<file path="src/rtl/syncregs_pkg.sv">
// Shared helpers for the syncregs_filt synchroniser/filter block.
package syncregs_pkg;

  function automatic int cnt_width(input int filt_cycles);
    return (filt_cycles <= 1) ? 1 : $clog2(filt_cycles);
  endfunction

  function automatic bit params_ok(input int depth, input int filt_cycles);
    return (depth >= 2) && (filt_cycles >= 1);
  endfunction

endpackage

</file>
<file path="src/rtl/syncregs_filt_chan.sv">
// One channel of syncregs_filt: stability filter, change-edge pulses and,
// with SYNCREGS_FILT_STICKY_EN defined, a latched change flag.
module syncregs_filt_chan
  import syncregs_pkg::*;
#(
  parameter int   FILT_CYCLES = 4,
  parameter logic RST_BIT     = 1'b0
) (
  input  logic clk,
  input  logic arst,
  input  logic i_s,
`ifdef SYNCREGS_FILT_STICKY_EN
  input  logic i_sticky_clr,
  output logic o_sticky,
`endif
  output logic o_dout,
  output logic o_rise,
  output logic o_fall
);

  localparam int            CW       = cnt_width(FILT_CYCLES);
  localparam logic [CW-1:0] CNT_LAST = CW'(FILT_CYCLES - 1);

  logic [CW-1:0] r_cnt;
  logic          r_dout;
  logic          r_rise;
  logic          r_fall;
  logic          w_diff;
  logic          w_accept;

  assign w_diff   = (i_s != r_dout);
  assign w_accept = w_diff && (r_cnt == CNT_LAST);

  // Any return of s to dout restarts the count, rejecting short glitches.
  always_ff @(posedge clk or posedge arst) begin
    if (arst) begin
      r_cnt  <= '0;
      r_dout <= RST_BIT;
      r_rise <= 1'b0;
      r_fall <= 1'b0;
    end else begin
      r_rise <= w_accept & i_s;
      r_fall <= w_accept & ~i_s;
      if (!w_diff) begin
        r_cnt <= '0;
      end else if (w_accept) begin
        r_dout <= i_s;
        r_cnt  <= '0;
      end else begin
        r_cnt <= r_cnt + 1'b1;
      end
    end
  end

  assign o_dout = r_dout;
  assign o_rise = r_rise;
  assign o_fall = r_fall;

`ifdef SYNCREGS_FILT_STICKY_EN
  logic r_sticky;

  // A pending event beats a simultaneous clear so no change is lost.
  always_ff @(posedge clk or posedge arst) begin
    if (arst) begin
      r_sticky <= 1'b0;
    end else if (r_rise | r_fall) begin
      r_sticky <= 1'b1;
    end else if (i_sticky_clr) begin
      r_sticky <= 1'b0;
    end
  end

  assign o_sticky = r_sticky;
`endif

endmodule

</file>
<file path="src/rtl/syncregs_filt.sv">
// Multi-channel level synchroniser with per-channel stability filter and edge
// events. Optional sticky change flags are enabled by SYNCREGS_FILT_STICKY_EN.
module syncregs_filt
  import syncregs_pkg::*;
#(
  parameter int               WIDTH       = 8,
  parameter int               DEPTH       = 3,
  parameter int               FILT_CYCLES = 4,
  parameter logic [WIDTH-1:0] RST_VAL     = '0
) (
  input  logic             clk,
  input  logic             arst,
  input  logic [WIDTH-1:0] din,
`ifdef SYNCREGS_FILT_STICKY_EN
  input  logic             sticky_clr,
  output logic [WIDTH-1:0] sticky,
`endif
  output logic [WIDTH-1:0] dout,
  output logic [WIDTH-1:0] rise,
  output logic [WIDTH-1:0] fall
);

  if (!params_ok(DEPTH, FILT_CYCLES)) begin : g_param_err
    $error("syncregs_filt: DEPTH must be >= 2 and FILT_CYCLES >= 1");
  end

  // Single WIDTH x DEPTH block so one name pattern covers the CDC constraint;
  // index 0 is the metastability stage.
  (* async_reg = "true" *) logic [DEPTH-1:0][WIDTH-1:0] r_sync;
  logic [WIDTH-1:0] w_s;

  always_ff @(posedge clk or posedge arst) begin
    if (arst) begin
      r_sync <= {DEPTH{RST_VAL}};
    end else begin
      r_sync <= {r_sync[DEPTH-2:0], din};
    end
  end

  assign w_s = r_sync[DEPTH-1];

  for (genvar i = 0; i < WIDTH; i++) begin : g_chan
    syncregs_filt_chan #(
      .FILT_CYCLES (FILT_CYCLES),
      .RST_BIT     (RST_VAL[i])
    ) u_chan (
      .clk          (clk),
      .arst         (arst),
      .i_s          (w_s[i]),
`ifdef SYNCREGS_FILT_STICKY_EN
      .i_sticky_clr (sticky_clr),
      .o_sticky     (sticky[i]),
`endif
      .o_dout       (dout[i]),
      .o_rise       (rise[i]),
      .o_fall       (fall[i])
    );
  end

endmodule

</file>
<file path="config.mk">
export PLATFORM = sky130hd
export DESIGN_NAME = syncregs_filt
export DESIGN_NICKNAME = d
export VERILOG_FILES = /design/src/rtl/syncregs_pkg.sv /design/src/rtl/syncregs_filt_chan.sv /design/src/rtl/syncregs_filt.sv
export SDC_FILE = /design/constraint.sdc
export NUM_CORES = 1
export LEC_CHECK = 0
export ABC_AREA = 1
export CORE_ASPECT_RATIO = 0.75
export CORE_UTILIZATION = 57
export DETAILED_ROUTE_END_ITERATION = 12
export GPL_TIMING_DRIVEN = 0
export PLACE_DENSITY = 0.8
export SETUP_SLACK_MARGIN = 0.1
export SLEW_MARGIN = 10
export SYNTH_ARGS = -nofsm -noshare
export SYNTH_HDL_FRONTEND = slang
export SYNTH_SLANG_ARGS = --single-unit
</file>
<file path="constraint.sdc">
create_clock -name clk -period 5.29 [get_ports clk]
set_clock_uncertainty 0.1 [all_clocks]
set_input_delay 1.587 -clock clk [delete_from_list [all_inputs] [get_ports clk]]
set_output_delay 1.587 -clock clk [all_outputs]
set_load 0.02 [all_outputs]
</file>
==> results.toml, run 1 <==
[critical_path]
worstPathRequired_ns = 3.60
endpoint_kind = "output pin"
crit_arrival_ns = 1.43
cp_max_fo = 3
crit_path_start_kind = "register"
worstSetupPathType = "reg2out"

[final_layout]
nNetsFinal = 273
final_common_cell = "dfrtp_1"
multi_input_area_um2 = 404.1
diodes = 0
area_growth_syn_to_layout_pct = 29.79
stdcell_count = 312
fill_cells = 224
drive_gt1_share_pct = 16.15
final_cell_mix = "dfrtp_1 (64), inv_1 (41), clkdlybuf4s50_1 (33), nand2_1 (31), buf_4 (24)"
seqCellArea_um2 = 1602

[clock_network]
clockBufferDepth = 2
clk-insertion-delay-late_ns = 0.33
root_buffer = "clkbuf_8"
clock_sinks = 64
cts_buffers = 9
clk_pin_slew_worst_paths_ns = 0.07
cts_hold_buf = 0
cts-htree-levels = 3
cts_setup_buffers = 0
cts_tree = "built"
post_cts_resize_count = 0

[routing]
drtIter0Drc = 33
drc = 0
vias_per_cell = 4.478
dr_total_vias = 1397
routedWlPerCell_um = 10.35
wl_mm = 3.230
ant_nets = 0
drtPass1Iterations = 4

[die]
io_pins = 34
rows = 19
die_x_um = 76.04
start_util_pct = 61.61
die_height_um = 57.53
coreArea_um2 = 3804
dieArea_um2 = 4375

[global_route]
grt_pass1_wl_mm = 5.637
antenna_found_initial = 0
grt_max_degree = 40
grt_usage_pct = 17.76
grt.overflow.total = 0
grt_pass1_vias = 1397

[timing]
slew_violations = 0
max_freq_ghz = 0.3204
final_hold_viol_count = 0
worst_slew_pin_slew_ns = 0.5269
whs_ns = 0.2493
post-route-period-util_pct = 58.99
setup_tns_ns = 0
min_period_ns = 3.121
grt_setup_unrepaired = "no"
setup_viol = 0
max_slew_margin_pct = 64.82

[job]
cap_violations = 0

[pwr]
intPower_uw = 1180
ir_drop_mv = 0.3752
p_leak_uw = 0.001574
p_sw_uw = 432.8
switching_share_pct = 26.84
p_clk_share_pct = 35.9
powerDensity_nw_per_um2 = 530.1
pwr-share-comb_pct = 23.9
pwr-share-seq_pct = 40.2

[worst_hold_path]
hold_path_class = "reg2reg"

[synth]
synth_cell_types = 10
syn_area_um2 = 2343
avgSynthCellArea_um2 = 11.16
yosysSeqAreaShare_pct = 68.34
synthCells = 210
yosysWarnings = 0
synth_nets = 228
ys_seq_elements = 64

[placed_design]
routabilityCongestion = 0.7858
dp.final_hpwl_mm = 2.185
io_buffers = 33
place_inst = 296

[run_status]
outcome = "finished, final reports clean"
-- per-layer routing --
metal / wire length [um] / share of wire (%) / vias to the layer above / track usage, %
met2: 1667 / 52 / 30 / 30.13
li1: - / - / 696 / -
met1: 1351 / 42 / 663 / 18.69
met4: 54 / 1.7 / 0 / 9.615
met5: 0 / 0 / - / 0
met3: 157 / 4.9 / 8 / 8.480
-- registers in the layout, summed over array words and instances (netlist names) --
| register | cells |
|---|---|
| g_chan.u_chan.o_rise | 8 |
| g_chan.u_chan.o_fall | 8 |
| g_chan.u_chan.r_cnt | 16 |
| w_s | 8 |
| r_sync | 16 |
| g_chan.u_chan.o_dout | 8 |
-- per-stage QoR --
stage / instance area [um2] / setup WS [ns] / power (uW) / utilization, %
finish: 3042 / 2.169 / 1613 / 79.97
global route: 3042 / 2.112 / 1700 / 79.97
CTS: 3042 / 2.150 / 1632 / 79.97
detailed placement: 2759 / 2.522 / 1039 / 72.53
global placement: 2739 / 1.084 / 1011 / 72.01
floorplan: 2344 / 2.005 / 909.7 / -
-- power by group through the flow --
| stage | Sequential, uW | Combinational (uW) | Clock, uW |
|---|---|---|---|
| 5_1_grt | 659 | 430 | 611 |
| 3_5_place_dp | 655 | 383 | 0 |
| 4_1_cts | 650 | 391 | 591 |
| 6_report | 649 | 385 | 579 |
| 2_1_floorplan | 640 | 269 | 0 |
| 3_3_place_gp | 649 | 362 | 0 |
-- area by class of cell --
cell class | instances | area share (%)
sequential | 64 | 52.65
clock buffer | 10 | 4.196
tap | 52 | 2.139
buffer | 24 | 5.923
timing repair buffer | 34 | 11.52
multi-input combinational | 80 | 13.29
inverter | 42 | 5.183
clock inverter | 6 | 5.101
-- path summary, 6_finish.rpt --
check | endpoint | start | slack, ns | depth (start not counted)
min reg2reg | w_s[0] | r_sync[8] | 0.25 | 0
min | w_s[0] | r_sync[8] | 0.25 | 0
max in group asynchronous | g_chan[7].u_chan.r_cnt[0] | arst | 3.00 | 3
max | dout[2] | g_chan[2].u_chan.o_dout | 2.17 | 2
max reg2reg | g_chan[6].u_chan.r_cnt[0] | g_chan[6].u_chan.r_cnt[0] | 4.15 | 4
min in group asynchronous | w_s[6] | arst | 1.52 | 2
-- worst max-delay path, cell delays in order, from the launching register on --
cell,delay (ns)
dfrtp_1,0.39
buf_4,0.12
clkdlybuf4s50_1,0.59
-- kinds of logic (layout without fill, tap and decap cells) --
logic type,count (synthesis),in the layout,synth area share (%)
buffers and inverters,66,116,14.42
flip-flops,64,64,68.34
AND/OR/NAND/NOR,48,48,7.848
AO/OA/AOI/OAI,24,24,5.126
adder cells (fa/ha/maj),8,8,4.271
-- Yosys cell counts, drive strengths merged --
cell type	count	area (um2)
nor2	15	56.30
inv	42	157.7
nand3	1	5.000
ha	8	100.1
a21oi	16	80.08
buf	24	180.2
dfrtp	64	1602
o21ai	8	40.04
nand2	32	122.6
(Power assumes the default switching activity.)
==> run 2, diff against run 1 <==
--- a/config.mk
+++ b/config.mk
@@ -7,10 +7,10 @@
 export LEC_CHECK = 0
 export ABC_AREA = 1
 export CORE_ASPECT_RATIO = 0.75
-export CORE_UTILIZATION = 57
+export CORE_UTILIZATION = 48
 export DETAILED_ROUTE_END_ITERATION = 12
 export GPL_TIMING_DRIVEN = 0
-export PLACE_DENSITY = 0.8
+export PLACE_DENSITY = 0.72
 export SETUP_SLACK_MARGIN = 0.1
 export SLEW_MARGIN = 10
 export SYNTH_ARGS = -nofsm -noshare
==> constraint.sdc (replaced) <==
create_clock -name clk -period 2.6 [get_ports clk]
set_clock_uncertainty 0.1 [all_clocks]
set_input_delay 0.78 -clock clk [delete_from_list [all_inputs] [get_ports clk]]
set_output_delay 0.78 -clock clk [all_outputs]
set_load 0.02 [all_outputs]
==> results.toml, run 2 (same netlist as run 1, synthesis figures left out) <==
[clock_network]
cts-htree-levels = 3
root_buffer = "clkbuf_8"
clk-insertion-delay-late_ns = 0.34
clk_pin_slew_worst_paths_ns = 0.06
clock_sinks = 64
clockBufferDepth = 2
cts_setup_buffers = 0
cts_tree = "built"
cts_hold_buf = 0
cts_buffers = 9
post_cts_resize_count = 0

[placed_design]
dp.final_hpwl_mm = 1.918
io_buffers = 33
pre_cts_ws_ns = 0.6293
routabilityCongestion = 0.7395

[worst_hold_path]
hold_depth = 0
hold_path_class = "reg2reg"

[die]
dieArea_um2 = 5168
die_x_um = 82.68
rows = 21
coreArea_um2 = 4572
io_pins = 34
die_height_um = 62.51
start_util_pct = 51.26

[critical_path]
reg2reg_to = "g_chan[4].u_chan.r_cnt[0]"
reg2reg_setup_slack_ns = 1.56
regToRegStartpoint = "g_chan[4].u_chan.r_cnt[0]"
endpoint_kind = "output pin"
critPathMaxStageDelay_ns = 0.59
crit_path_start_kind = "register"
cp_slowest_cell = "clkdlybuf4s50_1"
crit_arrival_ns = 1.43
reg2reg_depth = 4
cp_max_fo = 4
worstPathRequired_ns = 1.72
worstSetupStartpoint = "g_chan[7].u_chan.o_dout"
worstSetupPathType = "reg2out"
cp_cell_sequence = "buf_4 > clkdlybuf4s50_1"
critPathCapture = "dout[7]"

[pwr]
p_sw_uw = 842.1
p_clk_share_pct = 31.8
ir_drop_mv = 0.5466
pwr-share-seq_pct = 43.2
switching_share_pct = 27.82
pwr-share-comb_pct = 25.0
p_leak_uw = 0.001541
intPower_uw = 2185
powerDensity_nw_per_um2 = 1016

[routing]
dr.max_layer_used = "met4"
routedWlPerCell_um = 9.497
wl_met2_mm = 1.309
drtIter0Drc = 33
vias_per_cell = 4.269
drc = 0
dr_wl_met3_um = 212
dr_total_vias = 1349
ant_nets = 0
drtPass1Iterations = 5
met1_length_mm = 1.427
wl_mm = 3.001

[timing]
fin_ws_ns = 0.2862
setup_viol = 0
grt_setup_unrepaired = "no"
max_freq_ghz = 0.4322
post-route-period-util_pct = 88.99
setup_tns_ns = 0
slew_violations = 0
worst_slew_pin_slew_ns = 0.7482
final_hold_viol_count = 0
max_slew_margin_pct = 50.12
min_period_ns = 2.314

[job]
cap_violations = 0

[global_route]
grt.overflow.total = 0
antenna_found_initial = 0
grt_usage_pct = 14.77
grt_max_degree = 65
grt_pass1_wl_mm = 5.388
grt_pass1_vias = 1322

[final_layout]
area_growth_syn_to_layout_pct = 27.18
final_cell_mix = "dfrtp_1 (64), inv_1 (41), clkdlybuf4s50_1 (33), nand2_1 (31), buf_4 (24)"
nNetsFinal = 272
final_common_cell = "dfrtp_1"
diodes = 0
top_regs = "g_chan.u_chan.r_cnt x16, r_sync x16"
drive_gt1_share_pct = 15.44

[run_status]
outcome = "finished, final reports clean"
[run 2: cell count changes in the layout (fill, tap and decap cells not counted)]
| cell | change |
|---|---|
| clkbuf_1 | +1 |
| bufinv_16 | -3 |
| inv_4 | +1 |
| clkbuf_8 | +3 |
| clkinv_2 | -1 |
| buf_12 | -1 |
| inv_2 | -1 |
[run 2: worst min-delay path by stage]
stage | start | end | slack (ns)
detailed placement | r_sync[5] | r_sync[13] | 0.23
floorplan | r_sync[2] | r_sync[10] | 0.23
CTS | r_sync[5] | r_sync[13] | 0.24
finish | r_sync[5] | r_sync[13] | 0.24
global placement | r_sync[13] | w_s[5] | 0.23
global route | r_sync[5] | r_sync[13] | 0.25
[run 2: metal layers]
metal	vias to the layer above	GRT usage (%)
li1	696	-
met1	614	15.87
met2	31	22.85
met3	8	9.635
met4	0	5.819
met5	-	0
[run 2: layout make-up]
class,instances,area [um2]
buffer,24,180.2
clock buffer,14,172.7
multi-input combinational,80,404.1
fill,369,1592
inverter,42,160.2
timing repair buffer,33,330.3
clock inverter,2,60.06
sequential,64,1602
tap,57,71.32
[run 2: worst max-delay path, delay by kind of cell (launching register included)]
kind                   cells  cell delay, ns
buffers and inverters      2            0.71
flip-flops                 1            0.39
[run 2: stage by stage]
stage | util (%) | power (uW) | hold slack (ns) | instance area [um2] | instances
global route | 65.19 | 3259 | 0.2469 | 2980 | 316
global placement | 60.04 | 2063 | 0.2318 | 2745 | 300
floorplan | - | 1851 | 0.2312 | 2344 | 210
CTS | 65.19 | 3080 | 0.2441 | 2980 | 316
detailed placement | 60.10 | 2092 | 0.2347 | 2748 | 300
finish | 65.19 | 3027 | 0.2434 | 2980 | 316
[run 2: power by group through the flow]
stage                     combinational, uW  sequential [uW]  clock (uW)
after floorplan                         548             1300           0
after global placement                  741             1320           0
after detailed placement                765             1330           0
after CTS                               768             1310        1000
after global routing                    877             1340        1040
final                                   756             1310         962
==> run 3, diff against run 2 <==
--- a/config.mk
+++ b/config.mk
@@ -8,6 +8,7 @@
 export ABC_AREA = 1
 export CORE_ASPECT_RATIO = 0.75
 export CORE_UTILIZATION = 48
+export CTS_CLUSTER_SIZE = 8
 export DETAILED_ROUTE_END_ITERATION = 12
 export GPL_TIMING_DRIVEN = 0
 export PLACE_DENSITY = 0.72
==> results of run 3 <==
Final layout, timing and power as in run 2 (identical DEF).
